## src/rtl/fruit_pkg.sv

```systemverilog
// Shared fruit-game definitions: game FSM state codes, spawner states,
// screen constants and the LFSR step function.
package fruit_pkg;

   localparam logic [2:0] GS_IDLE = 3'd0;
   localparam logic [2:0] GS_PLAY = 3'd1;
   localparam logic [2:0] GS_OVER = 3'd2;

   typedef enum logic [1:0] {
      S_IDLE   = 2'd0,
      S_WAIT   = 2'd1,
      S_PICK   = 2'd2,
      S_LAUNCH = 2'd3
   } spawn_state_e;

   localparam logic [9:0] SPAWN_X_MIN = 10'd64;
   localparam logic [3:0] VY_MIN      = 4'd8;

   // x^16 + x^14 + x^13 + x^11 + 1, shifting towards the MSB
   function automatic logic [15:0] lfsr16_next(input logic [15:0] s);
      return {s[14:0], s[15] ^ s[13] ^ s[12] ^ s[10]};
   endfunction

endpackage

```

## src/rtl/fruit_spawner_lfsr16.sv

```systemverilog
// Free-running 16-bit Fibonacci LFSR; reloads SEED on rst and steps every clock.
module lfsr16
   import fruit_pkg::*;
#(
   parameter logic [15:0] SEED = 16'hACE1
) (
   input  logic        clk,
   input  logic        rst,
   output logic [15:0] lfsr_state
);

   logic [15:0] lfsr_d;
   logic [15:0] lfsr_q;

   always_comb begin
      lfsr_d = lfsr16_next(lfsr_q);
   end

   always_ff @(posedge clk or posedge rst) begin
      if (rst) begin
         lfsr_q <= SEED;
      end else begin
         lfsr_q <= lfsr_d;
      end
   end

   assign lfsr_state = lfsr_q;

endmodule

```

## src/rtl/fruit_spawner.sv

```systemverilog
// Fruit launch scheduler: frame-paced spawns into free slots over valid/ready.
// Optional build macro SPAWN_RAMP_EN shortens the spawn interval as game_timer grows.
module fruit_spawner
   import fruit_pkg::*;
#(
   parameter int unsigned NUM_SLOTS     = 4,
   parameter int unsigned BASE_INTERVAL = 60,
   parameter int unsigned MIN_INTERVAL  = 20,
   localparam int unsigned SLOT_W       = $clog2(NUM_SLOTS)
) (
   input  logic                 clk,
   input  logic                 rst,
   input  logic [2:0]           game_state,
   input  logic [7:0]           game_timer,
   input  logic                 frame_tick,
   input  logic [NUM_SLOTS-1:0] slot_release,
   output logic                 spawn_valid,
   input  logic                 spawn_ready,
   output logic [SLOT_W-1:0]    spawn_slot,
   output logic [9:0]           spawn_x,
   output logic [3:0]           spawn_vy,
   output logic [1:0]           spawn_type,
   output logic [NUM_SLOTS-1:0] slot_busy,
   output logic [7:0]           spawn_count
);

   spawn_state_e         state_d, state_q;
   logic [7:0]           frame_cnt_d, frame_cnt_q;
   logic [7:0]           interval_d, interval_q;
   logic [NUM_SLOTS-1:0] slot_busy_d, slot_busy_q;
   logic [7:0]           spawn_count_d, spawn_count_q;
   logic                 spawn_valid_d, spawn_valid_q;
   logic [SLOT_W-1:0]    spawn_slot_d, spawn_slot_q;
   logic [9:0]           spawn_x_d, spawn_x_q;
   logic [3:0]           spawn_vy_d, spawn_vy_q;
   logic [1:0]           spawn_type_d, spawn_type_q;

   logic [15:0]          lfsr_s;
   logic [7:0]           interval_s;
   logic [SLOT_W-1:0]    pick_idx_s;
   logic                 pick_ok_s;
   logic [NUM_SLOTS-1:0] released_s;
   logic                 lfsr_unused_s;

   lfsr16 #(.SEED(16'hACE1)) u_lfsr (
      .clk        (clk),
      .rst        (rst),
      .lfsr_state (lfsr_s)
   );

   assign lfsr_unused_s = ^{lfsr_s[13], lfsr_s[9]};

`ifdef SPAWN_RAMP_EN
   logic signed [8:0] ramp_s;
   logic              timer_unused_s;

   assign timer_unused_s = game_timer[0];

   // Signed 9-bit so a large game_timer goes negative and clamps to the floor
   always_comb begin
      ramp_s = $signed({1'b0, 8'(BASE_INTERVAL)}) - $signed({2'b00, game_timer[7:1]});
      if (ramp_s < $signed({1'b0, 8'(MIN_INTERVAL)})) begin
         interval_s = 8'(MIN_INTERVAL);
      end else begin
         interval_s = ramp_s[7:0];
      end
   end
`else
   logic timer_unused_s;

   assign timer_unused_s = ^{game_timer, 8'(MIN_INTERVAL)};
   assign interval_s     = 8'(BASE_INTERVAL);
`endif

   // Descending scan leaves the lowest free index as the winner
   always_comb begin
      pick_idx_s = '0;
      for (int i = NUM_SLOTS - 1; i >= 0; i--) begin
         pick_idx_s = slot_busy_q[i] ? pick_idx_s : SLOT_W'(i);
      end
   end

   assign pick_ok_s  = ~&slot_busy_q;
   assign released_s = slot_busy_q & ~slot_release;

   always_comb begin
      state_d       = state_q;
      frame_cnt_d   = frame_cnt_q;
      interval_d    = interval_q;
      slot_busy_d   = released_s;
      spawn_count_d = spawn_count_q;
      spawn_valid_d = spawn_valid_q;
      spawn_slot_d  = spawn_slot_q;
      spawn_x_d     = spawn_x_q;
      spawn_vy_d    = spawn_vy_q;
      spawn_type_d  = spawn_type_q;

      if (game_state == GS_IDLE) begin
         state_d       = S_IDLE;
         frame_cnt_d   = 8'd0;
         slot_busy_d   = '0;
         spawn_count_d = 8'd0;
         spawn_valid_d = 1'b0;
      end else if (game_state == GS_OVER) begin
         // Occupancy and count survive for the end screen
         state_d       = S_IDLE;
         frame_cnt_d   = 8'd0;
         spawn_valid_d = 1'b0;
      end else begin
         case (state_q)
            S_IDLE: begin
               frame_cnt_d = 8'd0;
               if (game_state == GS_PLAY) begin
                  state_d    = S_WAIT;
                  interval_d = interval_s;
               end else begin
                  state_d = S_IDLE;
               end
            end
            S_WAIT: begin
               if (frame_tick && (frame_cnt_q == interval_q - 8'd1)) begin
                  frame_cnt_d = 8'd0;
                  state_d     = S_PICK;
               end else if (frame_tick) begin
                  frame_cnt_d = frame_cnt_q + 8'd1;
               end else begin
                  frame_cnt_d = frame_cnt_q;
               end
            end
            S_PICK: begin
               if (pick_ok_s) begin
                  state_d       = S_LAUNCH;
                  spawn_valid_d = 1'b1;
                  spawn_slot_d  = pick_idx_s;
                  spawn_x_d     = {1'b0, lfsr_s[8:0]} + SPAWN_X_MIN;
                  spawn_vy_d    = VY_MIN + {1'b0, lfsr_s[12:10]};
                  spawn_type_d  = lfsr_s[15:14];
               end else begin
                  state_d = S_PICK;
               end
            end
            S_LAUNCH: begin
               if (spawn_ready) begin
                  // Set after the release mask so an accept wins a same-slot release
                  slot_busy_d   = released_s | (NUM_SLOTS'(1'b1) << spawn_slot_q);
                  spawn_count_d = (spawn_count_q == 8'hFF) ? 8'hFF : spawn_count_q + 8'd1;
                  spawn_valid_d = 1'b0;
                  state_d       = S_WAIT;
                  interval_d    = interval_s;
               end else begin
                  state_d = S_LAUNCH;
               end
            end
            default: begin
               state_d       = S_IDLE;
               spawn_valid_d = 1'b0;
            end
         endcase
      end
   end

   always_ff @(posedge clk or posedge rst) begin
      if (rst) begin
         state_q       <= S_IDLE;
         frame_cnt_q   <= 8'd0;
         interval_q    <= 8'd0;
         slot_busy_q   <= '0;
         spawn_count_q <= 8'd0;
         spawn_valid_q <= 1'b0;
         spawn_slot_q  <= '0;
         spawn_x_q     <= 10'd0;
         spawn_vy_q    <= 4'd0;
         spawn_type_q  <= 2'd0;
      end else begin
         state_q       <= state_d;
         frame_cnt_q   <= frame_cnt_d;
         interval_q    <= interval_d;
         slot_busy_q   <= slot_busy_d;
         spawn_count_q <= spawn_count_d;
         spawn_valid_q <= spawn_valid_d;
         spawn_slot_q  <= spawn_slot_d;
         spawn_x_q     <= spawn_x_d;
         spawn_vy_q    <= spawn_vy_d;
         spawn_type_q  <= spawn_type_d;
      end
   end

   assign spawn_valid = spawn_valid_q;
   assign spawn_slot  = spawn_slot_q;
   assign spawn_x     = spawn_x_q;
   assign spawn_vy    = spawn_vy_q;
   assign spawn_type  = spawn_type_q;
   assign slot_busy   = slot_busy_q;
   assign spawn_count = spawn_count_q;

endmodule

```

## config.mk

```make
export PLATFORM = sky130hd
export DESIGN_NAME = fruit_spawner
export DESIGN_NICKNAME = d
export VERILOG_FILES = /design/src/rtl/fruit_pkg.sv /design/src/rtl/fruit_spawner_lfsr16.sv /design/src/rtl/fruit_spawner.sv
export SDC_FILE = /design/constraint.sdc
export NUM_CORES = 1
export LEC_CHECK = 0
export BUFFER_PORTS_ARGS = -buffer_cell sky130_fd_sc_hd__buf_2
export CAP_MARGIN = 0
export CORE_MARGIN = 2
export CORE_UTILIZATION = 29
export DETAILED_ROUTE_END_ITERATION = 16
export PLACE_DENSITY_LB_ADDON = 0.1
export SLEW_MARGIN = 20
export SYNTH_ARGS = -nofsm -noshare
export SYNTH_HDL_FRONTEND = slang
export SYNTH_SLANG_ARGS = --single-unit
```

## constraint.sdc

```tcl
create_clock -name clk -period 5.4 [get_ports clk]
set_clock_uncertainty 0.1 [all_clocks]
set_input_delay 1.62 -clock clk [delete_from_list [all_inputs] [get_ports clk]]
set_output_delay 1.62 -clock clk [all_outputs]
set_load 0.01 [all_outputs]
```

* Word-level counts from Yosys, hierarchy flattened
Cells that the tools add are included.
** Storage, ports and cells
- Input port bits :: 19
- Output and inout bits :: 31
- Logic and storage cells :: 87
- Register bits after elaboration :: 65
** Cells by class
- Reductions and logical operators :: 14
- Bitwise logic cells :: 9
- Muxes and demuxes :: 33
- Add/sub/neg operators :: 5
- Shifts and indexed selects :: 1
- Equality and inequality tests :: 14
** Operators with widths (count)
- $mux 8 :: 11
- $pmux 8 s2 :: 2
- $add 8x1->8 const B :: 2
- $mux 2 :: 8
- $mux 4 :: 4
- $ne 4x4->1 const B :: 3
- $add 9x7->10 const B :: 1
- $eq 8x8->1 :: 1
- $eq 8x8->1 const B :: 1
- $pmux 2 s4 :: 1
- $reduce_and 4->1 :: 2
- $reduce_bool 4->1 :: 2
- $sub 8x1->8 const B :: 1
- $mux 1 :: 6
- $ne 2x2->1 const B :: 3
- $reduce_and 3->1 :: 2
- $reduce_bool 2->1 :: 3
- $ne 5x5->1 const B :: 1
- $reduce_and 5->1 :: 1
- $add 4x3->4 const A :: 1
- $and 4x4->4 :: 1
- $eq 2x2->1 const B :: 2
- $not 4->4 :: 1
- $or 4x4->4 :: 1
- other kinds (11) :: 15

* Depth between registers and ports, before layout
Gate-level depths: netlist of the first run.
- Word-level depth :: 7
- Depth in mapped cells :: 6
- Mapped depth without buffers :: 5

* Hierarchy
From an unflattened synthesis of the first run, not the netlist that was laid out.
** Unflattened totals
- Cell total of the unflattened synthesis :: 231
- Area, all modules :: 2628.8 um2
** By module, submodules not included
- fruit_spawner :: cells each 196, seq. area each 1051.0 um2, area each 2075.7 um2, instances 1
- lfsr16 :: cells each 35, seq. area each 410.4 um2, area each 553.0 um2, instances 1

* Worst setup path after synthesis of the first run
No wires, ideal clock.
- Path type :: input-to-reg
- Start :: input port game_state[2]
- End :: register frame_cnt_q[5]
- Path buffers :: 2
- Path slack :: 2.434 ns
- Stages :: 6
- Data required time :: 5.222 ns
- Library setup time :: 0.078 ns
- Arrival time :: 2.788 ns
- Cells stage by stage :: or2_1 > buf_6 > o21a_4 > buf_6 > or4_1 > a21oi_1
** On the way
- Word-level cells in the longest chain between the ends :: 3
- Elaborated cells between the ends (all ways) :: 7
- Those cells by class :: 2 x eq/ne; 2 x mux; 3 x reduce/logical
** RTL lines
- start, declared :: RTL line fruit_spawner.sv:13 : input logic [2:0] game_state,
- $eq 3x2->1 or $logic_not 3->1 (tied branches) :: RTL line fruit_spawner.sv:104, fruit_spawner.sv:98
- $ne 5x5->1 (no line) (tied with other cells)
- $reduce_and 2->1 (no line) or $mux 8 (tied branches)
- end signal, assigned :: RTL line fruit_spawner.sv:176 : frame_cnt_q <= frame_cnt_d;
- end, declared :: RTL line fruit_spawner.sv:28 : logic [7:0] frame_cnt_d, frame_cnt_q;
Several ways; a longest one is shown, not always the timed one.
A chain may end at the register's enable or synchronous reset.

* Worst setup path in the final report of the first run
- Start :: input port game_state[2]
- End :: register spawn_x_q[1] (netlist: spawn_x[1])
** On the way
- Word-level cells in the longest chain between the ends :: 3
- Elaborated cells between the ends (all ways) :: 5
- Those cells by class :: 1 x eq/ne; 2 x bitwise; 2 x reduce/logical
** RTL lines
- $eq 3x2->1 or $logic_not 3->1 (tied branches) :: RTL line fruit_spawner.sv:104, fruit_spawner.sv:98
- $not 1->1 (no line)
- $reduce_and 4->1 (no line) (*)
- end signal, assigned :: RTL line fruit_spawner.sv:182 : spawn_x_q <= spawn_x_d;
- end, declared :: RTL line fruit_spawner.sv:34 : logic [9:0] spawn_x_d, spawn_x_q;
Every way passes the cells marked *; elsewhere a longest branch is shown, timed or not.

==> impl_metrics.py, run 1 <==
metrics = {
    "outcome": {
        "outcome": "finished, final reports clean",
    },
    "yosys": {
        "synthMostInstantiatedCell": "sky130_fd_sc_hd__dfrtp_1",
        "synth_cells": 212,
        "ys_types": 45,
        "synth_flop_cell": "sky130_fd_sc_hd__dfrtp_1",
        "yosysTopAreaCellShare_pct": 51.4,
        "combinational_family_with_the_most_area_after_synthesis": "simple AND/OR/NAND/NOR gates",
        "proportion_of_synthesized_chip_area_in_sequential_cells_pct": 60.1,
        "synthSimpleGateAreaFrac_pct": 14.4,
        "synth_fa_ha_area_share_pct": 1.54,
        "yosys_register_bits": 58,
        "synth_area_per_cell_um2": 11.5,
        "synth.yosys.warnings": 0,
        "synth_mux_area_share_pct": 6.38,
        "post_synth_instance_area_mm2": 0.00243,
        "asyncSetResetFlopFracSynth_pct": 100,
        "share_of_the_synthesized_area_in_compound_gates_ao_oa_aoi_oai_pct": 12.8,
        "synth_top_cells_by_area": "sky130_fd_sc_hd__dfrtp_1 (51%), sky130_fd_sc_hd__dfstp_2 (8.6%), sky130_fd_sc_hd__mux2_2 (5.6%)",
        "yosysTopAreaCell": "sky130_fd_sc_hd__dfrtp_1",
        "mappedNetlistNets": 234,
        "synthXorXnorAreaFrac_pct": 1.44,
        "synth_top_cells_by_count": "sky130_fd_sc_hd__dfrtp_1 (50), sky130_fd_sc_hd__nand2_1 (19), sky130_fd_sc_hd__nor2_1 (15), sky130_fd_sc_hd__a21oi_1 (14), sky130_fd_sc_hd__mux2_2 (12)",
        "number_of_enable_flip_flop_cells_after_synthesis": 0,
    },
    "placement": {
        "place_hpwl_um": 3440,
        "place.gp.congestion": 0.728,
        "place.port_buffers": 41,
        "pre_cts_slack_ps": 1780,
    },
    "drt": {
        "drt_wl_total_um": 5170,
        "drt_first_pass_iters": 4,
        "drc": 0,
        "wl_per_cell_um": 14.0,
        "routed_via_density": 4.84,
        "drt-initial-drc-count": 98,
        "vias": 1782,
        "drt.antenna.violating_nets": 0,
    },
    "global_routing": {
        "grt_usage_pct": 12.9,
        "globalRouteOverflowTotal": 0,
        "grt_pass1_vias": 1686,
        "antenna_violations_before_repair": 0,
        "grt_first_pass_wirelength_um": 8690,
        "grt_start_max_net_pins": 59,
    },
    "floorplan": {
        "floorplan.initialDensity_pct": 29.8,
        "row_count": 33,
        "core_area_mm2": 0.00818,
        "io_pins": 50,
        "design.die.area_mm2": 0.00914,
        "die_span_y_um": 95.6,
        "floorplan.die.width_um": 95.6,
    },
    "layout": {
        "multi_input_comb_area_um2": 891,
        "final_layout_size_suffix_gt1_share_pct": 30.8,
        "register_area_mm2": 0.00146,
        "number_of_filler_cells_placed_in_the_layout": 840,
        "syn2layout_area_growth_pct": 21.4,
        "ant_cells": 0,
        "finish.net_count": 280,
    },
    "clock_network": {
        "cts_hold_buf": 0,
        "postCtsSetupBuffers": 0,
        "cts.htree.levels": 3,
        "cts.root.buffer_cell": "sky130_fd_sc_hd__clkbuf_8",
        "cts_tree": "done",
        "ctsResizeCount": 0,
        "tritoncts_num_sinks": 58,
        "clock_path_buffers": 2,
        "cts.reportedPaths.clkPinSlew_ps": 70,
        "clk-insertion-delay-late_ps": 330,
        "cts_inserted_buffers": 9,
    },
    "timing": {
        "final_setup_margin_ps": 2210,
        "final_setup_tns_ps": 0,
        "timing_worst_slew_pin_value_ps": 902,
        "achievable-frequency_ghz": 0.314,
        "max-slew-margin-rel_pct": 39.7,
        "report.final.hold_viol_count": 0,
        "final_max_slew_viol_count": 0,
        "final_cycle_share_pct": 59.1,
        "final_setup_vio_count": 0,
        "finalWorstPathRequiredPeriod_ps": 3190,
        "rsz0062_at_grt": "false",
    },
    "power_and_ir_drop": {
        "p_total_mw": 1.20,
        "peakVddDrop_mv": 0.148,
        "cellPowerDensity_mw_per_mm2": 406,
        "leakagePower_nw": 1.41,
    },
    "worst_setup_path": {
        "critical_path_required_ps": 5520,
        "critPathCaptureType": "flip-flop",
        "setup.worst_path.class": "primary input to flip-flop",
        "path_max_fanout": 21,
        "launching_element_type_of_the_critical_path": "primary input",
        "timing.critical_path.arrival_ps": 3310,
    },
    "hold_path": {
        "hold_path_class": "flip-flop to flip-flop",
    },
    "flow_run": {
        "max-cap-violations": 0,
    },
}
-- where the power goes --
group | internal [mW] | switching (mW) | total (mW)
Combinational | 0.0906 | 0.126 | 0.217
Clock | 0.272 | 0.178 | 0.450
Sequential | 0.474 | 0.0594 | 0.533
-- cell families (layout without fill, tap and decap cells) --
kind of cell | after synthesis | count (layout)
and+or+nand+nor | 70 | 70
DFF | 58 | 58
AOI/OAI and AO/OA | 46 | 46
buffers and inverters | 17 | 68
muxes | 14 | 14
xor gates and xnor gates | 4 | 4
adders and majority gates | 3 | 3
-- routing by layer --
metal	wire, um	up-vias	global-route usage (%)
met5	0	-	0
met4	85	0	4.64
met3	283	9	5.69
met2	2300	46	18.6
met1	2500	871	17.0
li1	-	856	-
-- flip-flops by register name, summed over array words and instances, names as in the netlist --
signal and flops:
spawn_x 10, spawn_slot 2, spawn_vy 4, state_q 2, spawn_valid 1, spawn_type 2
spawn_count 8, slot_busy 4, interval_q 1, frame_cnt_q 8, u_lfsr.lfsr_state 16
-- critical path: stages --
cell and delay (ps):
sky130_fd_sc_hd__buf_2 120, sky130_fd_sc_hd__or2_1 310, sky130_fd_sc_hd__nand3_1 710, sky130_fd_sc_hd__mux2_2 530
-- final timing paths --
path | start | to | slack (ps) | cells past startpoint
hold / removal | u_lfsr.lfsr_state[9] | u_lfsr.lfsr_state[10] | 260 | 0
min in group asynchronous | rst | frame_cnt_q[5] | 1370 | 3
hold reg to reg | u_lfsr.lfsr_state[9] | u_lfsr.lfsr_state[10] | 260 | 0
max in group asynchronous | rst | interval_q[4] | 3330 | 3
setup / recovery | game_state[2] | spawn_x[1] | 2210 | 4
setup reg to reg | state_q[1] | spawn_x[1] | 3120 | 3
-- final cells by class --
cell class / instances / share of cell area [%]
inverter: 10 / 1.27
multi-input combinational: 137 / 30.2
sequential: 58 / 49.5
tap: 105 / 4.45
timing repair buffer: 42 / 7.20
clock inverter: 5 / 2.67
clock buffer: 11 / 4.79
-- stage by stage --
step | area, um2 | instances | hold WS (ps) | utilization [%]
5_1_grt | 2950 | 368 | 272 | 36.1
2_1_floorplan | 2430 | 212 | 233 | -
4_1_cts | 2950 | 368 | 264 | 36.1
6_report | 2950 | 368 | 262 | 36.1
3_5_place_dp | 2730 | 352 | 237 | 33.4
3_3_place_gp | 2730 | 352 | 238 | 33.4
-- layout by cell type, fill, tap and decap left out, drive strengths merged, types with 3 or more instances in the layout --
| master | n |
|---|---|
| o21ai | 10 |
| nor2 | 15 |
| or3 | 3 |
| ha | 3 |
| nand3 | 10 |
| inv | 10 |
| dfrtp | 50 |
| dfstp | 8 |
| nor3 | 4 |
| nand4 | 4 |
| nand2 | 19 |
| clkbuf | 11 |
| clkinv | 3 |
| xnor2 | 3 |
| a32oi | 4 |
| a21oi | 14 |
| buf | 42 |
| mux2 | 12 |
(Power assumes the default switching activity.)
==> run 2: changes to the inputs <==
==> constraint.sdc (replaced) <==
create_clock -name clk -period 3 [get_ports clk]
set_clock_uncertainty 0.1 [all_clocks]
set_input_delay 0.9 -clock clk [delete_from_list [all_inputs] [get_ports clk]]
set_output_delay 0.9 -clock clk [all_outputs]
set_load 0.01 [all_outputs]
==> impl_metrics.py, run 2 (synthesis results as in run 1) <==
metrics = {
    "floorplan": {
        "core_area_mm2": 0.00818,
        "design.die.area_mm2": 0.00914,
        "die_span_y_um": 95.6,
        "io_pins": 50,
        "floorplan.initialDensity_pct": 29.8,
        "row_count": 33,
        "floorplan.die.width_um": 95.6,
    },
    "power_and_ir_drop": {
        "switching_power_mw": 0.657,
        "comb_power_share_pct": 19.9,
        "p_seq_share_pct": 48.4,
        "fraction_of_power_spent_switching_nets_pct": 33.2,
        "power_report.internal_total_mw": 1.32,
        "cellPowerDensity_mw_per_mm2": 677,
        "peakVddDrop_mv": 0.305,
        "clock_power_share_pct": 31.6,
        "p_total_mw": 1.98,
        "leakagePower_nw": 1.39,
    },
    "flow_run": {
        "max-cap-violations": 0,
    },
    "layout": {
        "largest_register_ffs": 16,
        "layout_commonest_cell": "sky130_fd_sc_hd__dfrtp_1",
        "ant_cells": 0,
        "syn2layout_area_growth_pct": 20.2,
        "finish.net_count": 281,
        "postLayoutCellArea_mm2": 0.00292,
        "layout_common_cells": "sky130_fd_sc_hd__dfrtp_1 (50), sky130_fd_sc_hd__buf_2 (41), sky130_fd_sc_hd__nand2_1 (19)",
        "number_of_filler_cells_placed_in_the_layout": 835,
        "final_layout_size_suffix_gt1_share_pct": 31.1,
        "final_core_util_pct": 35.8,
        "finalNonFillerCells": 369,
    },
    "hold_path": {
        "hold_path_class": "flip-flop to flip-flop",
    },
    "clock_network": {
        "cts.reportedPaths.clkPinSlew_ps": 70,
        "cts.htree.levels": 3,
        "postCtsSetupBuffers": 0,
        "cts_hold_buf": 0,
        "cts_tree": "done",
        "tritoncts_num_sinks": 58,
        "cts.root.buffer_cell": "sky130_fd_sc_hd__clkbuf_8",
        "clk-insertion-delay-late_ps": 330,
        "clock_path_buffers": 2,
        "ctsResizeCount": 0,
        "cts_inserted_buffers": 9,
    },
    "global_routing": {
        "grt_first_pass_wirelength_um": 8470,
        "antenna_violations_before_repair": 0,
        "grt_start_max_net_pins": 36,
        "grt_usage_pct": 12.3,
        "globalRouteOverflowTotal": 0,
        "grt_pass1_vias": 1704,
    },
    "placement": {
        "numPlacedInstances": 353,
        "place.gp.congestion": 0.751,
        "pre_cts_slack_ps": 593,
        "place.port_buffers": 41,
        "postPlaceCellArea_mm2": 0.00275,
        "place_hpwl_um": 3310,
    },
    "worst_setup_path": {
        "critical_path_required_ps": 3160,
        "crit_slowest_cell": "sky130_fd_sc_hd__or4_1",
        "setup.worst_path.class": "primary input to flip-flop",
        "critPathCaptureType": "flip-flop",
        "timing.critical_path.arrival_ps": 2220,
        "buf_inv_on_cp": 1,
        "path_max_fanout": 11,
        "crit_path_cell_trace": "buf_2, or2_1, o21a_4, or4_1, a21oi_1",
        "reg_to_reg_slack_setup_ps": 1090,
        "max_stage_delay_ps": 500,
        "launching_element_type_of_the_critical_path": "primary input",
        "worst_path_dominant_cell_family": "simple AND/OR/NAND/NOR gates",
    },
    "drt": {
        "routed_via_density": 4.78,
        "wl_per_cell_um": 13.4,
        "vias": 1763,
        "drt.antenna.violating_nets": 0,
        "drt_first_pass_iters": 4,
        "drt-initial-drc-count": 100,
        "drt_wl_total_um": 4940,
        "drc": 0,
    },
    "timing": {
        "final_setup_margin_ps": 936,
        "achievable-frequency_ghz": 0.485,
        "final_cycle_share_pct": 68.8,
        "finalWorstPathRequiredPeriod_ps": 2060,
        "report.final.hold_viol_count": 0,
        "max-slew-margin-rel_pct": 58.6,
        "rsz0062_at_grt": "false",
        "final_max_slew_viol_count": 0,
        "timing_worst_slew_pin_value_ps": 619,
        "final_setup_vio_count": 0,
        "final_setup_tns_ps": 0,
        "finalHoldWorstSlack_ps": 276,
    },
    "outcome": {
        "outcome": "finished, final reports clean",
    },
}
==> run 2: cell count changes in the layout (fill, tap and decap cells not counted) <==
cell                         before  now
sky130_fd_sc_hd__buf_12           0    1
sky130_fd_sc_hd__bufinv_16        2    0
sky130_fd_sc_hd__clkbuf_8        10    9
sky130_fd_sc_hd__clkinvlp_4       0    2
sky130_fd_sc_hd__inv_6            0    1
==> run 2: final timing paths <==
kind,start,to,depth (start not counted)
max in group asynchronous,rst,u_lfsr.lfsr_state[10],3
min in group asynchronous,rst,frame_cnt_q[5],2
max,game_state[2],frame_cnt_q[7],5
min,u_lfsr.lfsr_state[5],u_lfsr.lfsr_state[6],0
min reg2reg,u_lfsr.lfsr_state[5],u_lfsr.lfsr_state[6],0
max reg2reg,spawn_count[0],spawn_count[2],5
==> run 2: final cells by class <==
| cell class | instances | area, um2 | area share, % |
|---|---|---|---|
| clock buffers | 10 | 128 | 4.36 |
| flip-flops and latches | 58 | 1460 | 50.0 |
| multi-input cells | 137 | 891 | 30.5 |
| inverters | 10 | 37.5 | 1.28 |
| well taps | 105 | 131 | 4.49 |
| clock inverters | 6 | 42.5 | 1.45 |
| repair buffers | 43 | 233 | 7.96 |
==> run 2: power groups by stage <==
stage,Combinational [mW],Sequential (mW),Clock [mW]
after floorplan,0.303,0.948,0
after global placement,0.403,0.972,0
after detailed placement,0.402,0.974,0
after CTS,0.403,0.959,0.655
after global routing,0.450,0.975,0.693
final,0.395,0.959,0.626
==> run 2: layer usage <==
metal  routed length [um]  up-vias  share of wire [%]  GRT usage, %
li1                     -      858                  -             -
met2                 2260       40                 46          18.6
met5                    0        -                  0             0
met3                  285        7                5.8          4.82
met4                   77        0                1.6          5.12
met1                 2320      858                 47          15.5
